## src/rtl/ps2kb_pkg.sv

```systemverilog
// Shared types and constants for the PS/2 keyboard receiver.
package ps2kb_pkg;

   typedef enum logic [1:0] {
      IDLE  = 2'd0,
      SHIFT = 2'd1,
      CHECK = 2'd2
   } ps2kb_state_t;

   localparam int FRAME_BITS = 11;
   localparam int KEY_VALID  = 9;
   localparam int KEY_OVF    = 8;

endpackage

```

## src/rtl/ps2kb_fifo.sv

```systemverilog
// Synchronous scancode FIFO; head is read straight from storage at rd_ptr.
module ps2kb_fifo #(
   parameter int FIFO_DEPTH = 8,
   parameter int DATA_W     = 8
) (
   input  logic              clk,
   input  logic              rst,
   input  logic              push,
   input  logic              pop,
   input  logic [DATA_W-1:0] din,
   output logic [DATA_W-1:0] dout,
   output logic              full,
   output logic              empty
);

   localparam int AW = $clog2(FIFO_DEPTH);

   logic [DATA_W-1:0] mem [FIFO_DEPTH];
   logic [AW-1:0]     wr_ptr;
   logic [AW-1:0]     rd_ptr;
   logic [AW:0]       count;
   logic              do_push;
   logic              do_pop;

   assign empty = (count == '0);
   assign full  = (count == (AW+1)'(FIFO_DEPTH));
   assign dout  = mem[rd_ptr];

   // A pop frees a slot in the same cycle, so a full FIFO still accepts a push alongside it.
   assign do_pop  = pop & ~empty;
   assign do_push = push & (~full | do_pop);

   always_ff @(posedge clk) begin
      if (rst) begin
         wr_ptr <= '0;
         rd_ptr <= '0;
         count  <= '0;
      end else begin
         if (do_push)
            wr_ptr <= wr_ptr + AW'(1);
         if (do_pop)
            rd_ptr <= rd_ptr + AW'(1);
         count <= count + {{AW{1'b0}}, do_push} - {{AW{1'b0}}, do_pop};
      end
   end

   always_ff @(posedge clk) begin
      if (do_push)
         mem[wr_ptr] <= din;
   end

endmodule

```

## src/rtl/ps2kb_rx.sv

```systemverilog
// PS/2 keyboard receiver: sync, frame FSM and scancode FIFO head for CPU reads.
// Optional odd-parity rejection is enabled by defining PS2KB_PARITY_CHECK_EN.
module ps2kb_rx
   import ps2kb_pkg::*;
#(
   parameter int FIFO_DEPTH  = 8,
   parameter int TIMEOUT_CYC = 50000
) (
   input  logic       clk,
   input  logic       rst,
   input  logic       ps2_clk,
   input  logic       ps2_data,
   input  logic       ps2kb_pop,
   output logic [9:0] ps2kb_key,
   output logic       frame_err
);

   localparam int          TW       = $clog2(TIMEOUT_CYC + 1);
   localparam logic [3:0]  LAST_BIT = 4'(FRAME_BITS - 2);
   localparam logic [TW-1:0] TMO    = TW'(TIMEOUT_CYC);

   logic          clk_p0, clk_p1, clk_p2;
   logic          dat_p0, dat_p1;
   logic          fall;
   ps2kb_state_t  state;
   logic [3:0]    bit_cnt;
   logic [8:0]    shreg;
   logic [TW-1:0] tmo_cnt;
   logic          push_q;
   logic          err_q;
   logic          good;
   logic          ovf;
   logic          full;
   logic          empty;
   logic          do_pop;
   logic [7:0]    head;

   // Stage p0/p1: two-flop synchronisers; p2 holds the previous clock sample.
   always_ff @(posedge clk) begin
      if (rst) begin
         clk_p0 <= 1'b1;
         clk_p1 <= 1'b1;
         clk_p2 <= 1'b1;
         dat_p0 <= 1'b1;
         dat_p1 <= 1'b1;
      end else begin
         clk_p0 <= ps2_clk;
         clk_p1 <= clk_p0;
         clk_p2 <= clk_p1;
         dat_p0 <= ps2_data;
         dat_p1 <= dat_p0;
      end
   end

   assign fall = clk_p2 & ~clk_p1;

   // Judged on the stop-bit edge: shreg holds data[7:0] and parity at that point.
`ifdef PS2KB_PARITY_CHECK_EN
   assign good = dat_p1 & (^shreg);
`else
   assign good = dat_p1;
`endif

   always_ff @(posedge clk) begin
      if (rst) begin
         state   <= IDLE;
         bit_cnt <= '0;
         tmo_cnt <= '0;
         push_q  <= 1'b0;
         err_q   <= 1'b0;
      end else begin
         push_q <= 1'b0;
         err_q  <= 1'b0;
         if (fall || state != SHIFT)
            tmo_cnt <= '0;
         else if (tmo_cnt != TMO)
            tmo_cnt <= tmo_cnt + TW'(1);
         case (state)
            IDLE: begin
               if (fall && !dat_p1) begin
                  state   <= SHIFT;
                  bit_cnt <= '0;
               end
            end
            SHIFT: begin
               if (fall) begin
                  if (bit_cnt == LAST_BIT) begin
                     state  <= CHECK;
                     push_q <= good;
                     err_q  <= ~good;
                  end else begin
                     bit_cnt <= bit_cnt + 4'd1;
                  end
               end else if (tmo_cnt == TMO) begin
                  state <= IDLE;
                  err_q <= 1'b1;
               end
            end
            CHECK:   state <= IDLE;
            default: state <= IDLE;
         endcase
      end
   end

   always_ff @(posedge clk) begin
      if (state == SHIFT && fall && bit_cnt != LAST_BIT)
         shreg <= {dat_p1, shreg[8:1]};
   end

   ps2kb_fifo #(
      .FIFO_DEPTH (FIFO_DEPTH),
      .DATA_W     (8)
   ) u_fifo (
      .clk   (clk),
      .rst   (rst),
      .push  (push_q),
      .pop   (ps2kb_pop),
      .din   (shreg[7:0]),
      .dout  (head),
      .full  (full),
      .empty (empty)
   );

   assign do_pop = ps2kb_pop & ~empty;

   // A push into a full FIFO alongside a dequeue lands normally, so overflow is left alone.
   always_ff @(posedge clk) begin
      if (rst)
         ovf <= 1'b0;
      else if (push_q && full && !do_pop)
         ovf <= 1'b1;
      else if (do_pop && !(push_q && full))
         ovf <= 1'b0;
   end

   always_comb begin
      ps2kb_key            = '0;
      ps2kb_key[KEY_VALID] = ~empty;
      ps2kb_key[KEY_OVF]   = ovf;
      ps2kb_key[7:0]       = empty ? 8'h00 : head;
   end

   assign frame_err = err_q;

endmodule

```

## config.mk

```make
export PLATFORM = sky130hd
export DESIGN_NAME = ps2kb_rx
export DESIGN_NICKNAME = d
export VERILOG_FILES = /design/src/rtl/ps2kb_pkg.sv /design/src/rtl/ps2kb_fifo.sv /design/src/rtl/ps2kb_rx.sv
export SDC_FILE = /design/constraint.sdc
export NUM_CORES = 1
export LEC_CHECK = 0
export ABC_AREA = 1
export CAP_MARGIN = 0
export CORE_MARGIN = 3
export CORE_UTILIZATION = 30
export CTS_CLUSTER_SIZE = 25
export DETAILED_ROUTE_END_ITERATION = 10
export PLACE_DENSITY = 0.42
export SYNTH_ARGS = -nofsm -noshare
export SYNTH_HDL_FRONTEND = slang
export SYNTH_SLANG_ARGS = --single-unit
```

## constraint.sdc

```tcl
create_clock -name clk -period 2.3 [get_ports clk]
set_input_delay 0.575 -clock clk [delete_from_list [all_inputs] [get_ports clk]]
set_output_delay 0.575 -clock clk [all_outputs]
set_load 0.005 [all_outputs]
```

==> results by group, run 1 <==
Status
  – Status: complete, no violations

Global routing
  – Largest net degree at the start of global routing: 23
  – Total routing usage reported by global routing: 13.3%
  – Met3 GRT Util: under 10%
  – Initial antenna violation count: 0
  – GR peak layer: met2
  – Grt ovf: 0
  – First-pass GRT wire length: 18.6 mm
  – Grt met2 use: a little over a fifth
  – Vias in the first global route: between 3,000 and 4,000
  – Met1 usage: 16.7%

Yosys
  – Syn_area_per_cell: 9.69 um^2
  – Ys flop type: edfxtp_1
  – Post-synth EDFFs: 73
  – Area share of the largest cell type after synthesis: a little over two fifths
  – Synth Warn #: 0
  – Count of unique library cells instantiated by Yosys: 35
  – Most common cell in the synthesized netlist: nor2_1
  – Top post-synthesis cells by area: edfxtp_1 43%, dfxtp_1 17%, nor2_1 7.7%
  – Seq/Total Area, Yosys: between 60% and 70%
  – Area leader, netlist: edfxtp_1
  – Mapped cell area: 5040 um^2
  – Cells after synthesis: 520
  – Asr flop ratio synth: 0%
  – Most frequent cells after synthesis: 103 x nor2_1, 73 x edfxtp_1, 63 x nand2_1
  – Synthesis-stage register bit count: about 120
  – Synthesized Nets: about 540

Place
  – Dpl cells: 767
  – DP HPWL: approximately 7.5 mm
  – Port buffer count: 15
  – Dpl ws: -0.00880 ns
  – Placer Congestion: between 0.8 and 0.9

Cells and area
  – Finished Layout Cells: between 800 and 900
  – Layout area overhead: 28.2%
  – Layout cells sized above 1: about a fifth
  – Fillers: between 1,500 and 2,000
  – Diode count: 0
  – Area of the multi-input gates: approximately 1700 um^2
  – FF+latch area: roughly 3100 um^2
  – Nets: 604

Clocking
  – Maximum buffer depth of the clock tree: 2
  – H-tree depth: 4
  – Clk Latency, worst-skew pair: approximately 0.4 ns
  – CTS tree: yes
  – Clk sinks: between 100 and 150
  – Reg clk slew, reported paths: approximately 0.050 ns
  – Clock root cell: clkbuf_16
  – CTS Buf Count: 17

Timing
  – Worst hold margin: around 0.4 ns
  – Worst Slack Setup Final: roughly 0.061 ns
  – Endpoints failing setup: 0
  – Fmax: between 400 and 500 MHz
  – Worst slew pin tran: 0.400 ns
  – Fin Clk Skew: between 0.005 and 0.006 ns
  – Final period util: between 90% and 100%
  – Slew HR: between 70% and 80%
  – RSZ-0062 raised after global routing: true
  – Max-slew violations: 0
  – Minimum clock period: about 2.2 ns
  – Hold Vio Cnt, Final: 0

Floorplan
  – Core area: between 15,000 and 20,000 um^2
  – Die Wd: 136 um
  – Effective utilization at floorplan: a little under a third
  – DIE AREA: approximately 18,000 um^2
  – Die Ht: roughly 140 um
  – # rows: 46
  – Ports: 16

Worst setup path
  – CP Cell Sequence: buf_12 > inv_8 > buf_6 > buf_6 > nor2_1 > o211ai_1 > nand2_1 > nor2_1 > buf_2
  – Worst Path Max Fanout: 5
  – WP data required: between 1.5 and 2 ns
  – Worst Path Buf+Inv: 5
  – Crit Path Category: reg2out
  – Largest stage delay on the critical path: approximately 0.37 ns
  – CP startpoint kind: register
  – CP max-delay cell: dfxtp_4
  – CP delay by family, top: buffers and inverters
  – CP Capture Type: primary output
  – Critical Path AT: between 1.5 and 2 ns

Power
  – Pleak: about 2.5 nW
  – Max VDD drop: around 670 uV
  – PwrDens: 1000 nW/um^2

Detailed routing
  – 1st-pass router iterations: 4
  – Antenna-violating nets left: 0
  – Via count: between 3,000 and 4,000
  – # DRC: 0
  – WL per Instance: 14.0 um
  – Vias/cell: 4.51
  – Initial drt markers: between 200 and 250
  – Wirelength, routed: ~11 mm

Hold path
  – Hold/Removal Path Class: reg2reg

Run
  – Max-cap violation count: 0
[worst register-to-register path, cell delays in order (launching register included)]
cell and delay [ns]:
dfxtp_1 0.29, inv_1 0.09, ha_2 0.21, nand3_4 0.10, buf_4 0.16, nand2_4 0.07
inv_1 0.06, nand2_1 0.06, o21ai_0 0.09, ha_1 0.23, fa_1 0.39, xnor2_1 0.15
nor2_1 0.05
[routing by layer]
layer | part of all wire (%) | vias up
met5 | 0 | -
met4 | 2.1 | 0
met3 | 2.7 | 16
met2 | 49 | 50
met1 | 47 | 1732
li1 | - | 1870
[metrics by stage]
stage               instance area (um^2)  utilization [%]  setup TNS [ns]  total power [W]
floorplan                           5040                -               0          0.00306
global placement                    5660             35.0               0          0.00362
detailed placement                  5660             35.0         -0.0166          0.00363
CTS                                 6450             39.9          -0.290          0.00656
global route                        6460             40.0          -0.295          0.00683
finish                              6460             40.0               0          0.00649
[worst paths after layout]
| kind | startpoint | end | slack, ns | cells past startpoint |
|---|---|---|---|---|
| worst min-delay path | dat_p0 | dat_p1 | 0.40 | 1 |
| worst max-delay path | register | ps2kb_key[6] | 0.06 | 9 |
| worst min register to register | dat_p0 | dat_p1 | 0.40 | 1 |
| worst max register to register | u_fifo.count[2] | u_fifo.count[2] | 0.22 | 12 |
[state kept, by name, indices dropped and copies added (netlist names), 2 cells and up, named ones only]
name,cells
state,2
tmo_cnt,16
u_fifo.rd_ptr,3
shreg,9
u_fifo.count,4
u_fifo.wr_ptr,3
u_fifo.mem,64
bit_cnt,4
[kinds of logic (layout without fill, tap and decap cells)]
family / Yosys count / count (layout) / synth area share [%]
AOI/OAI and AO/OA: 87 / 87 / 9.31
xor gates and xnor gates: 2 / 2 / 0.348
adders and majority gates: 13 / 13 / 3.38
buffers and inverters: 77 / 155 / 6.23
DFF: 116 / 116 / 60.6
and+or+nand+nor: 225 / 225 / 20.2
[layout make-up]
class | count | area share [%]
Clock buffer | 17 | 6.58
Clock inverter | 14 | 2.59
Inverter | 62 | 3.72
Multi-Input combinational cell | 327 | 26.6
Sequential cell | 116 | 47.3
Tap cell | 216 | 4.18
Timing Repair Buffer | 62 | 9.02
[where the power goes]
group	switching, W	leakage (nW)	internal (W)
sequential	0.0000529	1.01	0.00226
combinational	0.000784	1.18	0.000724
clock	0.000896	0.292	0.00178
total	0.00173	2.47	0.00476
[layout by cell type (no fill, tap or decap), types with 16 or more instances in the layout]
master,n
buf_4,30
o21ai_1,16
edfxtp_1,73
nand2_1,63
a21oi_1,19
nor2_1,96
inv_1,58
dfxtp_1,41
nand3_1,21
o21ai_0,29
clkbuf_16,17
[repair_timing]
item                       in CTS  in global routing
resized for setup              55                 30
buffers inserted               13                  1
setup endpoints to repair       9                  8
pin swaps                       9                 20
hold buffers                    0                  0
gates cloned                    3                  0
Note: power is estimated with default switching activity, not from simulation.
==> run 2: changes to the inputs <==
--- a/config.mk
+++ b/config.mk
@@ -11,6 +11,7 @@
 export CORE_UTILIZATION = 30
 export CTS_CLUSTER_SIZE = 25
 export DETAILED_ROUTE_END_ITERATION = 10
+export GPL_TIMING_DRIVEN = 1
 export PLACE_DENSITY = 0.42
 export SYNTH_ARGS = -nofsm -noshare
 export SYNTH_HDL_FRONTEND = slang
==> results of run 2 <==
Same layout as run 1: the final DEF is identical, and so are final timing and power.
